--- config.mk ---
export PLATFORM = sky130hd
export DESIGN_NAME = score_bcd_display_flat
export DESIGN_NICKNAME = d
export VERILOG_FILES = /design/src/rtl/score_bcd_display_if.sv /design/src/rtl/score_bcd_display.sv /design/src/flat_wrapper.sv
export SDC_FILE = /design/constraint.sdc
export NUM_CORES = 1
export LEC_CHECK = 0
export CAP_MARGIN = 15
export CORE_MARGIN = 2
export CORE_UTILIZATION = 52
export DETAILED_ROUTE_END_ITERATION = 8
export PLACE_DENSITY = 0.84
export SLEW_MARGIN = 25
export SYNTH_ARGS = -nofsm -noshare
export SYNTH_HDL_FRONTEND = slang
export SYNTH_SLANG_ARGS = --single-unit
--- constraint.sdc ---
create_clock -name clk -period 1.7 [get_ports clk]
set_input_delay 0.255 -clock clk [delete_from_list [all_inputs] [get_ports clk]]
set_output_delay 0.255 -clock clk [all_outputs]
set_load 0.02 [all_outputs]
--- src/rtl/score_bcd_display_if.sv ---
// Bus between the score counter and the BCD/seven-segment converter.
// The master drives value/load; the slave (converter) drives the results.
interface score_bcd_display_if #(
    parameter int WIDTH  = 8,
    parameter int DIGITS = 3
);
    logic [WIDTH-1:0]    value;
    logic                load;
    logic                busy;
    logic                done;
    logic                ovf;
    logic [4*DIGITS-1:0] bcd;
    logic [7*DIGITS-1:0] hex;

    modport master (output value, load, input busy, done, ovf, bcd, hex);
    modport slave  (input value, load, output busy, done, ovf, bcd, hex);
endinterface

--- src/rtl/score_bcd_display.sv ---
// Sequential double-dabble binary->BCD converter driving active-low HEX displays.
// Define SCORE_BCD_DISPLAY_BLANK_EN to blank leading zeros on hex.
module score_bcd_display #(
    parameter int WIDTH  = 8,
    parameter int DIGITS = 3
) (
    input  logic              clk,
    input  logic              reset,
    score_bcd_display_if.slave bus
);

    function automatic int dec_digits(input int w);
        longint unsigned v;
        int n;
        v = (64'd1 << w) - 64'd1;
        n = 1;
        while (v >= 64'd10) begin
            v = v / 64'd10;
            n = n + 1;
        end
        return n;
    endfunction

    localparam int ACC_DIGITS = dec_digits(WIDTH);
    localparam int MAXD       = (ACC_DIGITS > DIGITS) ? ACC_DIGITS : DIGITS;
    localparam int CW         = $clog2(WIDTH + 1);

    function automatic logic [6:0] seg7(input logic [3:0] d);
        case (d)
            4'd0:    seg7 = 7'b1000000;
            4'd1:    seg7 = 7'b1111001;
            4'd2:    seg7 = 7'b0100100;
            4'd3:    seg7 = 7'b0110000;
            4'd4:    seg7 = 7'b0011001;
            4'd5:    seg7 = 7'b0010010;
            4'd6:    seg7 = 7'b0000010;
            4'd7:    seg7 = 7'b1111000;
            4'd8:    seg7 = 7'b0000000;
            4'd9:    seg7 = 7'b0010000;
            default: seg7 = 7'b1111111;
        endcase
    endfunction

    function automatic logic [7*DIGITS-1:0] reset_hex();
        logic [7*DIGITS-1:0] r;
`ifdef SCORE_BCD_DISPLAY_BLANK_EN
        r      = {DIGITS{7'b1111111}};
        r[6:0] = 7'b1000000;
`else
        r      = {DIGITS{7'b1000000}};
`endif
        return r;
    endfunction

    localparam logic [7*DIGITS-1:0] HEX_RST = reset_hex();

    typedef enum logic [1:0] {IDLE, SHIFT, DONE} state_e;

    state_e                  state_q, state_d;
    logic [WIDTH-1:0]        sr_q, sr_d;
    logic [4*ACC_DIGITS-1:0] acc_q, acc_d;
    logic [CW-1:0]           cnt_q, cnt_d;
    logic [4*DIGITS-1:0]     bcd_q, bcd_d;
    logic [7*DIGITS-1:0]     hex_q, hex_d;
    logic                    ovf_q, ovf_d;
    logic                    done_q, done_d;

    logic [4*ACC_DIGITS-1:0] adj;
    logic [4*MAXD-1:0]       ext;
    logic                    over;
    logic [4*DIGITS-1:0]     res_bcd;
    logic [7*DIGITS-1:0]     res_hex;

    // Result formatting from the finished accumulator; digits beyond DIGITS mean overflow.
    always_comb begin
        ext  = (4*MAXD)'(acc_q);
        over = 1'b0;
        for (int unsigned i = DIGITS; i < MAXD; i++) begin
            if (ext[i*4 +: 4] != 4'd0) over = 1'b1;
        end
        res_bcd = over ? {DIGITS{4'h9}} : ext[4*DIGITS-1:0];
        res_hex = '1;
`ifdef SCORE_BCD_DISPLAY_BLANK_EN
        begin
            logic seen;
            seen = 1'b0;
            for (int unsigned k = 0; k < DIGITS; k++) begin
                int unsigned idx;
                idx = DIGITS - 1 - k;
                if (res_bcd[idx*4 +: 4] != 4'd0 || idx == 0) seen = 1'b1;
                res_hex[idx*7 +: 7] = seen ? seg7(res_bcd[idx*4 +: 4]) : 7'b1111111;
            end
        end
`else
        for (int unsigned i = 0; i < DIGITS; i++) begin
            res_hex[i*7 +: 7] = seg7(res_bcd[i*4 +: 4]);
        end
`endif
    end

    always_comb begin
        state_d = state_q;
        sr_d    = sr_q;
        acc_d   = acc_q;
        cnt_d   = cnt_q;
        bcd_d   = bcd_q;
        hex_d   = hex_q;
        ovf_d   = ovf_q;
        done_d  = 1'b0;
        adj     = acc_q;
        case (state_q)
            IDLE: begin
                if (bus.load) begin
                    sr_d    = bus.value;
                    acc_d   = '0;
                    cnt_d   = '0;
                    state_d = SHIFT;
                end
            end
            SHIFT: begin
                for (int unsigned i = 0; i < ACC_DIGITS; i++) begin
                    if (adj[i*4 +: 4] >= 4'd5) adj[i*4 +: 4] = adj[i*4 +: 4] + 4'd3;
                end
                {acc_d, sr_d} = {adj, sr_q} << 1;
                if (cnt_q == CW'(WIDTH - 1)) begin
                    state_d = DONE;
                end else begin
                    cnt_d = cnt_q + 1'b1;
                end
            end
            DONE: begin
                bcd_d   = res_bcd;
                hex_d   = res_hex;
                ovf_d   = over;
                done_d  = 1'b1;
                state_d = IDLE;
            end
            default: state_d = IDLE;
        endcase
    end

    always_ff @(posedge clk or negedge reset) begin
        if (!reset) begin
            state_q <= IDLE;
            sr_q    <= '0;
            acc_q   <= '0;
            cnt_q   <= '0;
            bcd_q   <= '0;
            hex_q   <= HEX_RST;
            ovf_q   <= 1'b0;
            done_q  <= 1'b0;
        end else begin
            state_q <= state_d;
            sr_q    <= sr_d;
            acc_q   <= acc_d;
            cnt_q   <= cnt_d;
            bcd_q   <= bcd_d;
            hex_q   <= hex_d;
            ovf_q   <= ovf_d;
            done_q  <= done_d;
        end
    end

    assign bus.busy = (state_q == SHIFT);
    assign bus.done = done_q;
    assign bus.ovf  = ovf_q;
    assign bus.bcd  = bcd_q;
    assign bus.hex  = hex_q;

endmodule

--- src/flat_wrapper.sv ---
// flat-port wrapper written by rule: the top's interface ports become plain ports
module score_bcd_display_flat 
#(
    parameter int WIDTH  = 8,
    parameter int DIGITS = 3
)
  (clk, reset, bus_value, bus_load, bus_busy, bus_done, bus_ovf, bus_bcd, bus_hex);
  score_bcd_display_if #(.WIDTH(WIDTH), .DIGITS(DIGITS)) bus_i ();
  input  logic clk;
  input  logic reset;
  input wire logic [$bits(bus_i.value)-1:0] bus_value;
  input wire logic [$bits(bus_i.load)-1:0] bus_load;
  output wire logic [$bits(bus_i.busy)-1:0] bus_busy;
  output wire logic [$bits(bus_i.done)-1:0] bus_done;
  output wire logic [$bits(bus_i.ovf)-1:0] bus_ovf;
  output wire logic [$bits(bus_i.bcd)-1:0] bus_bcd;
  output wire logic [$bits(bus_i.hex)-1:0] bus_hex;
  assign bus_i.value = bus_value;
  assign bus_i.load = bus_load;
  assign bus_busy = bus_i.busy;
  assign bus_done = bus_i.done;
  assign bus_ovf = bus_i.ovf;
  assign bus_bcd = bus_i.bcd;
  assign bus_hex = bus_i.hex;
  score_bcd_display #(.WIDTH(WIDTH), .DIGITS(DIGITS)) u_core (.clk(clk), .reset(reset), .bus(bus_i));
endmodule
==> results by group, run 1 <==
Outcome
  • Status: finished clean

Die
  • Die Ht: 82.3 microns
  • # IOs: 47
  • Core area: ~6000 sq um
  • Initial core utilization: 0.538
  • Full die area: 6770 sq um
  • Num rows: 28
  • Die W: between 80 and 90 microns

Synthesis
  • Syn Nets: 342
  • Top-count cell post-synth: dfrtp_1
  • Synth Instances: 314
  • Seq/Total Area, Yosys: 0.473
  • Yosys reg bits: 60
  • Post-synth EDFFs: 0
  • Synth warn: 0
  • Top_reg_cell synth: dfrtp_1
  • Commonest cells post-synth: dfrtp_1 (57), nand2_1 (43), o21ai_1 (20)
  • Post-synthesis cell area: roughly 3200 sq um
  • Synth Area per Inst: approximately 10 sq um
  • Post-synth ARST share: 1.00
  • Distinct cells, synth: 42
  • Top cells by area, synth: dfrtp_1 (45%), ha_1 (6.7%), nand2_1 (5.1%)
  • Yosys top cell by area: dfrtp_1
  • Synth top area share: 0.448

Timing
  • Final setup TNS: 0 ns
  • Worst Skew: 0.00937 ns
  • WHS: 0.383 ns
  • Fin crit share: 0.924
  • Final Hold Fails: 0
  • RSZ-0062 raised after global routing: no
  • Fmax: around 0.64 GHz
  • Max Slew Vio Count: 0
  • Crit path time final: approximately 1.6 ns
  • Final setup fails: 0

Hold path
  • Hold WC Path Type: in -> async

Setup path
  • Critical path cell sequence: clkdlybuf4s50_1
  • Worst Setup Path Type: reg -> out
  • WP data arrival: approximately 1.3 ns
  • Data required, critical path: approximately 1.4 ns
  • Family with the most delay on the worst path: buffers and inverters
  • CP Max Fanout: 2
  • CP startpoint kind: register
  • Critical path endpoint category: output pin
  • Max stage delay cell, worst path: clkdlybuf4s50_1
  • Worst path bufs/invs: 1
  • Crit path largest cell delay: a little over 0.6 ns

Flow run
  • Max Cap Violations: 0

Route
  • DR iter-0 viols: 154
  • Antenna viol nets, final: 0
  • Vias: 2439
  • DRC: 0
  • Drt via density: 5.36
  • DR WL/cell: 13.3 microns
  • Routed WL: 6.05 mm
  • Pre-antenna DRT Iters: 4

Clock tree
  • CTS HTree Levels: 3
  • Num CTS Buffers: 9
  • Skew-Pair Late Insertion Delay: 0.33 ns
  • Clk sinks: 60
  • Clock Tree Buf Depth: 2
  • CTS tree: done
  • Setup bufs post-CTS: 0
  • CTS Root Cell: clkbuf_8
  • Clock-pin transition on the worst setup and hold timing paths: 0.07 ns

Placement
  • DP HPWL: 4.31 mm
  • Final Wtd Congestion: 0.855
  • Dpl cell area: approximately 3800 sq um
  • Port Buf Inserts: 45

Global route
  • Initial antenna violation count: 0
  • Pin count of the biggest net entering global routing: 46
  • Vias in the first global route: 2241
  • First-pass GRT wire length: 10.4 mm
  • Gr usage total: 0.202
  • Global route total overflow: 0

Layout
  • Layout Nets: 403
  • Finished Cell Area: 4010 sq um
  • Area Overhead vs Synth: 25.9%
  • Diodes inserted: 0
  • Share of cells above drive strength 1: 0.229

Pwr
  • Pwr dens: 2110 nW/um^2
  • Leak Pwr: 1.81 nW
  • Maximum VDD drop: ~0.0014 V
-- metrics by stage --
stage	setup WS, ns	std cells	util	power (mW)
after floorplan	0.242	314	-	5.46
after global placement	0.268	438	0.634	6.81
after detailed placement	0.232	438	0.634	6.95
after CTS	0.109	455	0.677	8.55
after global routing	0.0659	455	0.677	9.11
final	0.129	455	0.677	8.47
-- path summary, 6_finish.rpt --
| check | cells past startpoint | end | slack (ns) | startpoint |
|---|---|---|---|---|
| worst max-delay path | 1 | bus_bcd[5] | 0.13 | u_core.bus.bcd[5]$_DFFE_PN0P_ |
| worst min-delay path | 2 | u_core.cnt_q[3]$_DFFE_PN0P_ | 0.38 | reset |
| worst max register to register | 6 | u_core.acc_q[9]$_DFFE_PN0P_ | 0.23 | u_core.acc_q[9]$_DFFE_PN0P_ |
| worst min register to register | 2 | u_core.bus.hex[20]$_DFFE_PN1P_ | 0.46 | u_core.bus.hex[20]$_DFFE_PN1P_ |
| max in group asynchronous | 3 | u_core.bus.hex[6]$_DFFE_PN1P_ | 0.69 | reset |
| min in group clk | 2 | u_core.bus.hex[20]$_DFFE_PN1P_ | 0.46 | u_core.bus.hex[20]$_DFFE_PN1P_ |
-- sequential cells by signal (all words and copies together) (netlist names) --
signal           flops
u_core.bus.bcd      12
u_core.cnt_q         4
u_core.acc_q        12
u_core.state_q       2
u_core.bus.done      1
u_core.bus.hex      21
u_core.sr_q          8
-- area by class of cell --
cell class	count	area (sq um)
Clock buffer	12	155
Clock inverter	4	95.1
Fill cell	453	1910
Inverter	15	61.3
Multi-Input combinational cell	221	1470
Sequential cell	60	1510
Tap cell	75	93.8
Timing Repair Buffer	68	628
-- cells in the final DEF, fill, tap and decap left out, types with 2 or more instances in the layout --
master / instances
a211oi_1: 2
a21o_1: 2
a21oi_1: 17
a21oi_2: 2
buf_4: 21
bufinv_16: 3
clkbuf_8: 11
clkdlybuf4s50_1: 40
dfrtp_1: 56
dfstp_2: 3
dlygate4sd2_1: 4
ha_1: 17
inv_1: 10
inv_2: 4
mux2i_1: 9
nand2_1: 43
nand2_2: 16
nand2b_1: 6
nand2b_4: 2
nand3_1: 8
nor2_1: 12
nor3_2: 2
o211ai_1: 3
o21ai_0: 7
o21ai_1: 20
o21ai_2: 15
o21bai_1: 2
o311ai_1: 3
o31ai_1: 15
xnor2_1: 6
-- power by group --
part,internal [mW],switching (mW),leakage (nW)
logic,1.93,2.37,0.944
registers,2.11,0.459,0.743
clock network,1.05,0.554,0.127
-- cells by family after synthesis --
logic type,count (synthesis),synth area share
buffers and inverters,33,0.0660
XOR/XNOR,6,0.0165
AO/OA/AOI/OAI,93,0.197
other,1,0.00118
AND/OR/NAND/NOR,93,0.145
flip-flops,60,0.473
adder cells (fa/ha/maj),17,0.0668
multiplexers,11,0.0354
-- what timing repair did --
| item | CTS | global route |
|---|---|---|
| setup endpoints to repair | 4 | 0 |
| hold endpoints to repair | 15 | 0 |
| hold buffers | 1 | 0 |
| gates resized for setup | 5 | 0 |
-- per-layer routing --
layer | up-vias | global-route usage | wire (microns)
li1 | 1210 | - | -
met1 | 1173 | 0.278 | 2890
met2 | 46 | 0.305 | 2850
met3 | 10 | 0.0348 | 198
met4 | 0 | 0.102 | 116
met5 | - | 0 | 0
Power figures use the tool's default switching activity.
==> run 2, diff against run 1 <==
==> constraint.sdc (replaced) <==
create_clock -name clk -period 1.78 [get_ports clk]
set_input_delay 0.267 -clock clk [delete_from_list [all_inputs] [get_ports clk]]
set_output_delay 0.267 -clock clk [all_outputs]
set_load 0.02 [all_outputs]
==> run 2 against run 1 <==
Clock skew up 0.0024 ns. Critical path depth unchanged. Via count down 1.1%. Final cell count down 2.0%. Combinational power down 5.1%. Power down 6.4%. Clock power down 17%. Critical endpoint is now bus_hex[20].
==> results by group, run 2 (synthesis results as in run 1) <==
Outcome
  • Status: finished clean (unchanged)

Route
  • DRC: 0 (unchanged)
  • Antenna viol nets, final: 0 (unchanged)
  • DR iter-0 viols: 165 (was 154)
  • Vias: 2412 (was 2439)
  • Routed WL: 6.15 mm (was 6.05 mm)
  • Drt via density: 5.41 (was 5.36)
  • DR WL/cell: 13.8 microns (was 13.3 microns)
  • Pre-antenna DRT Iters: 4 (unchanged)

Global route
  • Initial antenna violation count: 0 (unchanged)
  • Global route total overflow: 0 (unchanged)
  • First-pass GRT wire length: 10.6 mm (was 10.4 mm)
  • Pin count of the biggest net entering global routing: 61 (was 46)
  • Vias in the first global route: 2307 (was 2241)
  • Gr usage total: 0.204 (was 0.202)

Clock tree
  • Clock Tree Buf Depth: 2 (unchanged)
  • Num CTS Buffers: 9 (unchanged)
  • Clk sinks: 60 (unchanged)
  • CTS Root Cell: clkbuf_8 (unchanged)
  • CTS tree: done (unchanged)
  • Clock-pin transition on the worst setup and hold timing paths: 0.07 ns (about the same)
  • Setup bufs post-CTS: 0 (unchanged)
  • Skew-Pair Late Insertion Delay: 0.34 ns (was 0.33 ns)
  • CTS HTree Levels: 3 (unchanged)

Setup path
  • Critical path depth: 1 (unchanged)
  • Max stage delay cell, worst path: clkdlybuf4s50_1 (unchanged)
  • Worst path bufs/invs: 1 (unchanged)
  • Reg2Reg Setup Slack: 0.19 ns (was 0.23 ns)
  • CP startpoint kind: register (unchanged)
  • Critical path cell sequence: clkdlybuf4s50_1 (unchanged)
  • Crit path largest cell delay: 0.59 ns (was 0.61 ns)
  • Family with the most delay on the worst path: buffers and inverters (unchanged)
  • Critical path endpoint category: output pin (unchanged)
  • Worst Setup Path Type: reg -> out (unchanged)
  • R2R depth: 6 (unchanged)
  • Worst setup path startpoint: u_core.bus.hex[20]$_DFFE_PN1P_ (was u_core.bus.bcd[5]$_DFFE_PN0P_)
  • WP data arrival: 1.47 ns (was 1.32 ns)
  • Worst r2r dst: u_core.acc_q[9]$_DFFE_PN0P_ (unchanged)
  • CP Max Fanout: 2 (unchanged)
  • CP Capture Point: bus_hex[20] (was bus_bcd[5])
  • Worst R2R Start: u_core.acc_q[9]$_DFFE_PN0P_ (unchanged)
  • Data required, critical path: 1.51 ns (was 1.44 ns)

Die
  • Num rows: 28 (unchanged)
  • Core area: 5920 sq um (unchanged)
  • Full die area: 6770 sq um (unchanged)
  • # IOs: 47 (unchanged)
  • Initial core utilization: 0.538 (unchanged)
  • Die W: 82.3 microns (unchanged)
  • Die Ht: 82.3 microns (unchanged)

Pwr
  • Pwr dens: 2010 nW/um^2 (was 2110 nW/um^2)
  • Leak Pwr: 1.76 nW (was 1.81 nW)
  • Maximum VDD drop: 0.00116 V (was 0.00145 V)

Timing
  • Max Slew Vio Count: 0 (unchanged)
  • Final setup TNS: 0 ns (unchanged)
  • Fmax: 0.577 GHz
  • Final Hold Fails: 0 (unchanged)
  • Worst Skew: 0.0118 ns (was 0.00937 ns)
  • RSZ-0062 raised after global routing: no (unchanged)
  • Fin crit share: 0.974
  • Final setup fails: 0 (unchanged)
  • Crit path time final: 1.73 ns
  • Setup WS post-layout: 0.0454 ns (was 0.129 ns)

Layout
  • Commonest non-fill, non-tap cells in the layout: dfrtp_1 (57), nand2_1 (43), clkdlybuf4s50_1 (43), o21ai_1 (20) (was dfrtp_1 (56), nand2_1 (43), clkdlybuf4s50_1 (40), buf_4 (21), o21ai_1 (20))
  • Leading cell type in the layout, fill and taps excluded: dfrtp_1 (unchanged)
  • Diodes inserted: 0 (unchanged)
  • Fillers: 473 (was 453)
  • Max reg flops: 21 (unchanged)
  • Layout Nets: 394 (was 403)
  • Area Overhead vs Synth: 23.6% (was 25.9%)
  • Share of cells above drive strength 1: 0.208 (was 0.229)
  • Fin cells: 446 (was 455)

Placement
  • Final Wtd Congestion: 0.802 (was 0.855)
  • Port Buf Inserts: 45 (unchanged)
  • Pre-CTS setup slack: 0.203 ns (was 0.232 ns)
  • DP HPWL: 4.37 mm (was 4.31 mm)
  • Cell count after placement: 429 (was 438)

Flow run
  • Max Cap Violations: 0 (unchanged)

Hold path
  • Hold WC Path Type: in -> async (unchanged)
[run 2: cell types whose count changed in the layout (fill, tap and decap cells not counted), sizes merged]
cell,delta
clkbuf,-1
bufinv,-1
clkdlybuf4s50,+3
clkinv,+2
dlygate4sd2,-3
buf,-9
[run 2: layout make-up]
class	instances	area, sq um	share of cell area
clock buffers	11	141	0.0359
clock inverters	5	75.1	0.0191
inverters	15	61.3	0.0156
multi-input cells	221	1470	0.373
flip-flops and latches	60	1510	0.382
well taps	75	93.8	0.0238
repair buffers	59	589	0.150
[run 2: how the worst min path moves through the flow]
stage	startpoint	end	slack (ns)
floorplan	reset	u_core.acc_q[0]$_DFFE_PN0P_	-0.03
global placement	reset	u_core.bus.bcd[11]$_DFFE_PN0P_	0.30
detailed placement	reset	u_core.bus.hex[15]$_DFFE_PN0P_	0.30
CTS	u_core.bus.hex[20]$_DFFE_PN1P_	u_core.bus.hex[20]$_DFFE_PN1P_	0.46
global route	u_core.bus.hex[20]$_DFFE_PN1P_	u_core.bus.hex[20]$_DFFE_PN1P_	0.48
finish	reset	u_core.sr_q[0]$_DFFE_PN0P_	0.45
[run 2: routing by layer]
| metal | track usage | up-vias | share of wire |
|---|---|---|---|
| met1 | 0.271 | 1159 | 0.47 |
| met5 | 0 | - | 0 |
| met3 | 0.0326 | 9 | 0.043 |
| met4 | 0.100 | 0 | 0.014 |
| met2 | 0.326 | 60 | 0.48 |
| li1 | - | 1184 | - |
[run 2: repair_timing]
action / in CTS / in global routing
setup endpoints to repair: 1 / 0
gates resized for setup: 1 / 0
hold endpoints to repair: 57 / 0
hold buffers: 1 / 0
[run 2: power by group]
part | leakage, nW | switching [mW] | internal, mW
sequential | 0.744 | 0.502 | 2.01
clock | 0.113 | 0.520 | 0.819
combinational | 0.907 | 2.24 | 1.84
total | 1.76 | 3.26 | 4.67
[run 2: metrics by stage]
stage          hold WS [ns]  cell area (sq um)  total power, mW   util
2_1_floorplan       -0.0286               3190             5.22      -
3_3_place_gp          0.296               3710             6.46  0.627
3_5_place_dp          0.302               3710             6.62  0.627
4_1_cts               0.462               3940             7.98  0.665
5_1_grt               0.485               3940             8.50  0.665
6_report              0.450               3940             7.93  0.665
==> run 3, diff against run 2 <==
--- a/config.mk
+++ b/config.mk
@@ -10,7 +10,6 @@
 export CORE_UTILIZATION = 52
 export DETAILED_ROUTE_END_ITERATION = 8
 export PLACE_DENSITY = 0.84
-export SLEW_MARGIN = 25
 export SYNTH_ARGS = -nofsm -noshare
 export SYNTH_HDL_FRONTEND = slang
 export SYNTH_SLANG_ARGS = --single-unit
==> results of run 3 <==
No change in the layout: final DEF, timing and power equal those of run 2.
==> RTL edit: new RTL, flow settings as in run 2 <==
The 3 states of `state_e` get a one-hot encoding in 3 bits.
--- a/src/rtl/score_bcd_display.sv
+++ b/src/rtl/score_bcd_display.sv
@@ -54,7 +54,7 @@
 
     localparam logic [7*DIGITS-1:0] HEX_RST = reset_hex();
 
-    typedef enum logic [1:0] {IDLE, SHIFT, DONE} state_e;
+    typedef enum logic [2:0] {IDLE = 3'b001, SHIFT = 3'b010, DONE = 3'b100} state_e;
 
     state_e                  state_q, state_d;
     logic [WIDTH-1:0]        sr_q, sr_d;
Behaviour: same outputs for any inputs over 10 cycles, from zero or initial values and one cycle with reset low; not proved beyond that.
==> RTL edit against run 2 <==
Final cell count fell by 0.45%; sequential share of layout area rose by 2.3 points; design area fell by 4.0%; setup slack got worse by 0.0054 ns; global-route usage rose by 1.6 points; sequential cell count rose by 1; non-clock buffer count fell by 1; routed wire length rose by 3.3%; first-iteration DRC count rose by 22%; area after synthesis fell by 6.1%; die area fell by 5.8%.
Power is not compared: it rests on default switching activity, and its combinational part moved more than twofold at a synthesized area within 25%.
==> RTL edit: results (changes against run 2) <==
Total number of vias - 2,421 (was 2,412)
Reg2reg setup slack - 0.11 ns (was 0.19 ns)
Post-Syn Nets - 344 (was 342)
Final nets - 396 (was 394)
Async SR Flop Fraction - 100.0% (unchanged)
Setup crit start - u_core.bus.hex[20]$_DFFE_PN1P_ (unchanged)
Number of flip-flops in the largest register - 21 (unchanged)
CTS Root Cell - clkbuf_8 (unchanged)
Worst-Skew Late Latency - 0.34 ns (about the same)
Wire per inst - 14.31 um (was 13.79 um)
Dpl hpwl - 4.403 mm (was 4.373 mm)
Cell family with most CP delay - buffers and inverters (unchanged)
Total track usage - 21.99% (was 20.43%)
Number of vias per cell - 5.453 (was 5.408)
Synth cell types - 45 (was 42)
CP max FO - 2 (unchanged)
Fillers - 431 (was 473)
Final worst slack - 0.04009 ns (was 0.04544 ns)
Clock Skew - 0.01087 ns (was 0.01178 ns)
Mean Syn Cell Area - 9.493 sq um (was 10.15 sq um)
Sequential area share after synthesis - 51.21% (was 47.25%)
RD Place Congestion - 0.8598 (was 0.8023)
First-pass GRT wire length - 10.94 mm (was 10.57 mm)
Critical Path Max Stage Delay - 0.60 ns
Maximum level of the CTS H-tree - 3 (unchanged)
Status - complete, no violations (unchanged)
Layout cells sized above 1 - 12.10% (was 20.75%)
Pre-CTS setup slack - 0.06167 ns (was 0.2030 ns)
1st-iter DRT viols - 202 (was 165)
Commonest cells in the netlist - dfrtp_1, nand2_1, nor2_1, o21ai_0, ha_1 (was dfrtp_1, nand2_1, o21ai_1, a21oi_1, ha_1)
Slowest cell on crit path - clkdlybuf4s50_1 (unchanged)
Number of buffers created by CTS - 9 (unchanged)
Max clock buf depth - 2 (unchanged)
Largest net degree at the start of global routing - 62 (was 61)
Synth top area cells - dfrtp_1, ha_1, nand2_1 (unchanged)
VDD IR-drop max - 0.8420 mV
ANT cells - 0 (unchanged)
# Post-CTS Setup Buffers - 0 (unchanged)
IO buf count - 45 (unchanged)
Hold Path Class - in2async (unchanged)
Clock-pin slew on the worst setup and hold paths - 0.07 ns (about the same)
Ys Warns - 0 (unchanged)
LEAKAGE - 0.001675 uW
Worst R2R Start - u_core.acc_q[5]$_DFFE_PN0P_ (was u_core.acc_q[9]$_DFFE_PN0P_)
Post-Place Cells - 427 (was 429)
Pre-antenna DRT Iters - 4 (unchanged)
Sum Neg Setup Slack - 0 ns (unchanged)
Initial antenna violation count - 0 (unchanged)
Worst EP arrival - 1.47 ns (about the same)
==> RTL edit: cell count changes after synthesis, moves of 4 or more <==
| cell | run 2 | this run |
|---|---|---|
| clkbuf_1 | 1 | 7 |
| mux2i_1 | 9 | 3 |
| inv_2 | 4 | 0 |
| o31ai_1 | 15 | 6 |
| o21ai_0 | 7 | 31 |
| nand2_1 | 43 | 55 |
| o21ai_1 | 20 | 0 |
| buf_6 | 8 | 2 |
| o21ai_2 | 15 | 1 |
| nand2_2 | 16 | 0 |
| nor2_1 | 12 | 32 |
| o22ai_1 | 1 | 13 |
==> RTL edit: final timing paths <==
check / cells after the start / endpoint
min: 3 / u_core.bus.hex[19]$_DFFE_PN0P_
max in group asynchronous: 3 / u_core.bus.hex[13]$_DFFE_PN1P_
max: 1 / bus_hex[20]
max reg2reg: 6 / u_core.acc_q[5]$_DFFE_PN0P_
min reg2reg: 2 / u_core.bus.hex[20]$_DFFE_PN1P_
min in group clk: 2 / u_core.bus.hex[20]$_DFFE_PN1P_
==> RTL edit: cell families (layout without fill, tap and decap cells) <==
kind of cell	Yosys count	count (layout)	share of synthesized area, %
mux	5	5	1.757
flops	61	61	51.21
fa+ha+maj	18	18	7.532
other cells	1	1	0.1254
simple gates	115	115	17.32
xor+xnor	4	4	1.172
buf+inv	29	86	4.561
compound gates	82	82	16.32
==> RTL edit: routing by layer <==
metal	wire length (um)	global-route usage, %	vias up
met5	0	0	-
met4	119	10.68	0
li1	-	-	1188
met3	313	3.733	12
met1	2891	29.42	1152
met2	3028	34.79	69
==> RTL edit: repair_timing <==
item / 4_1_cts / 5_1_grt
endpoints found under the setup margin: 1 / 5
hold endpoints to repair: 57 / 0
gates resized for setup: 3 / 4
hold buffers: 1 / 0
==> RTL edit: through the flow <==
stage	power, uW	instance area (sq um)	hold slack [ns]
floorplan	2402	2990	-0.02859
global placement	2683	3551	0.2959
detailed placement	2735	3551	0.3004
CTS	4019	3774	0.4681
global route	4246	3780	0.4883
finish	4018	3780	0.4495
==> RTL edit: final cells by class <==
type / instances / area share [%]
well taps: 72 / 2.383
inverters: 12 / 1.225
repair buffers: 58 / 14.96
clock buffers: 13 / 4.469
multi-input cells: 225 / 35.32
flip-flops and latches: 61 / 40.52
clock inverters: 3 / 1.125
==> RTL edit: power breakdown <==
part | switching, uW | internal (uW)
Combinational | 618 | 388
Sequential | 159 | 1570
Clock | 524 | 759
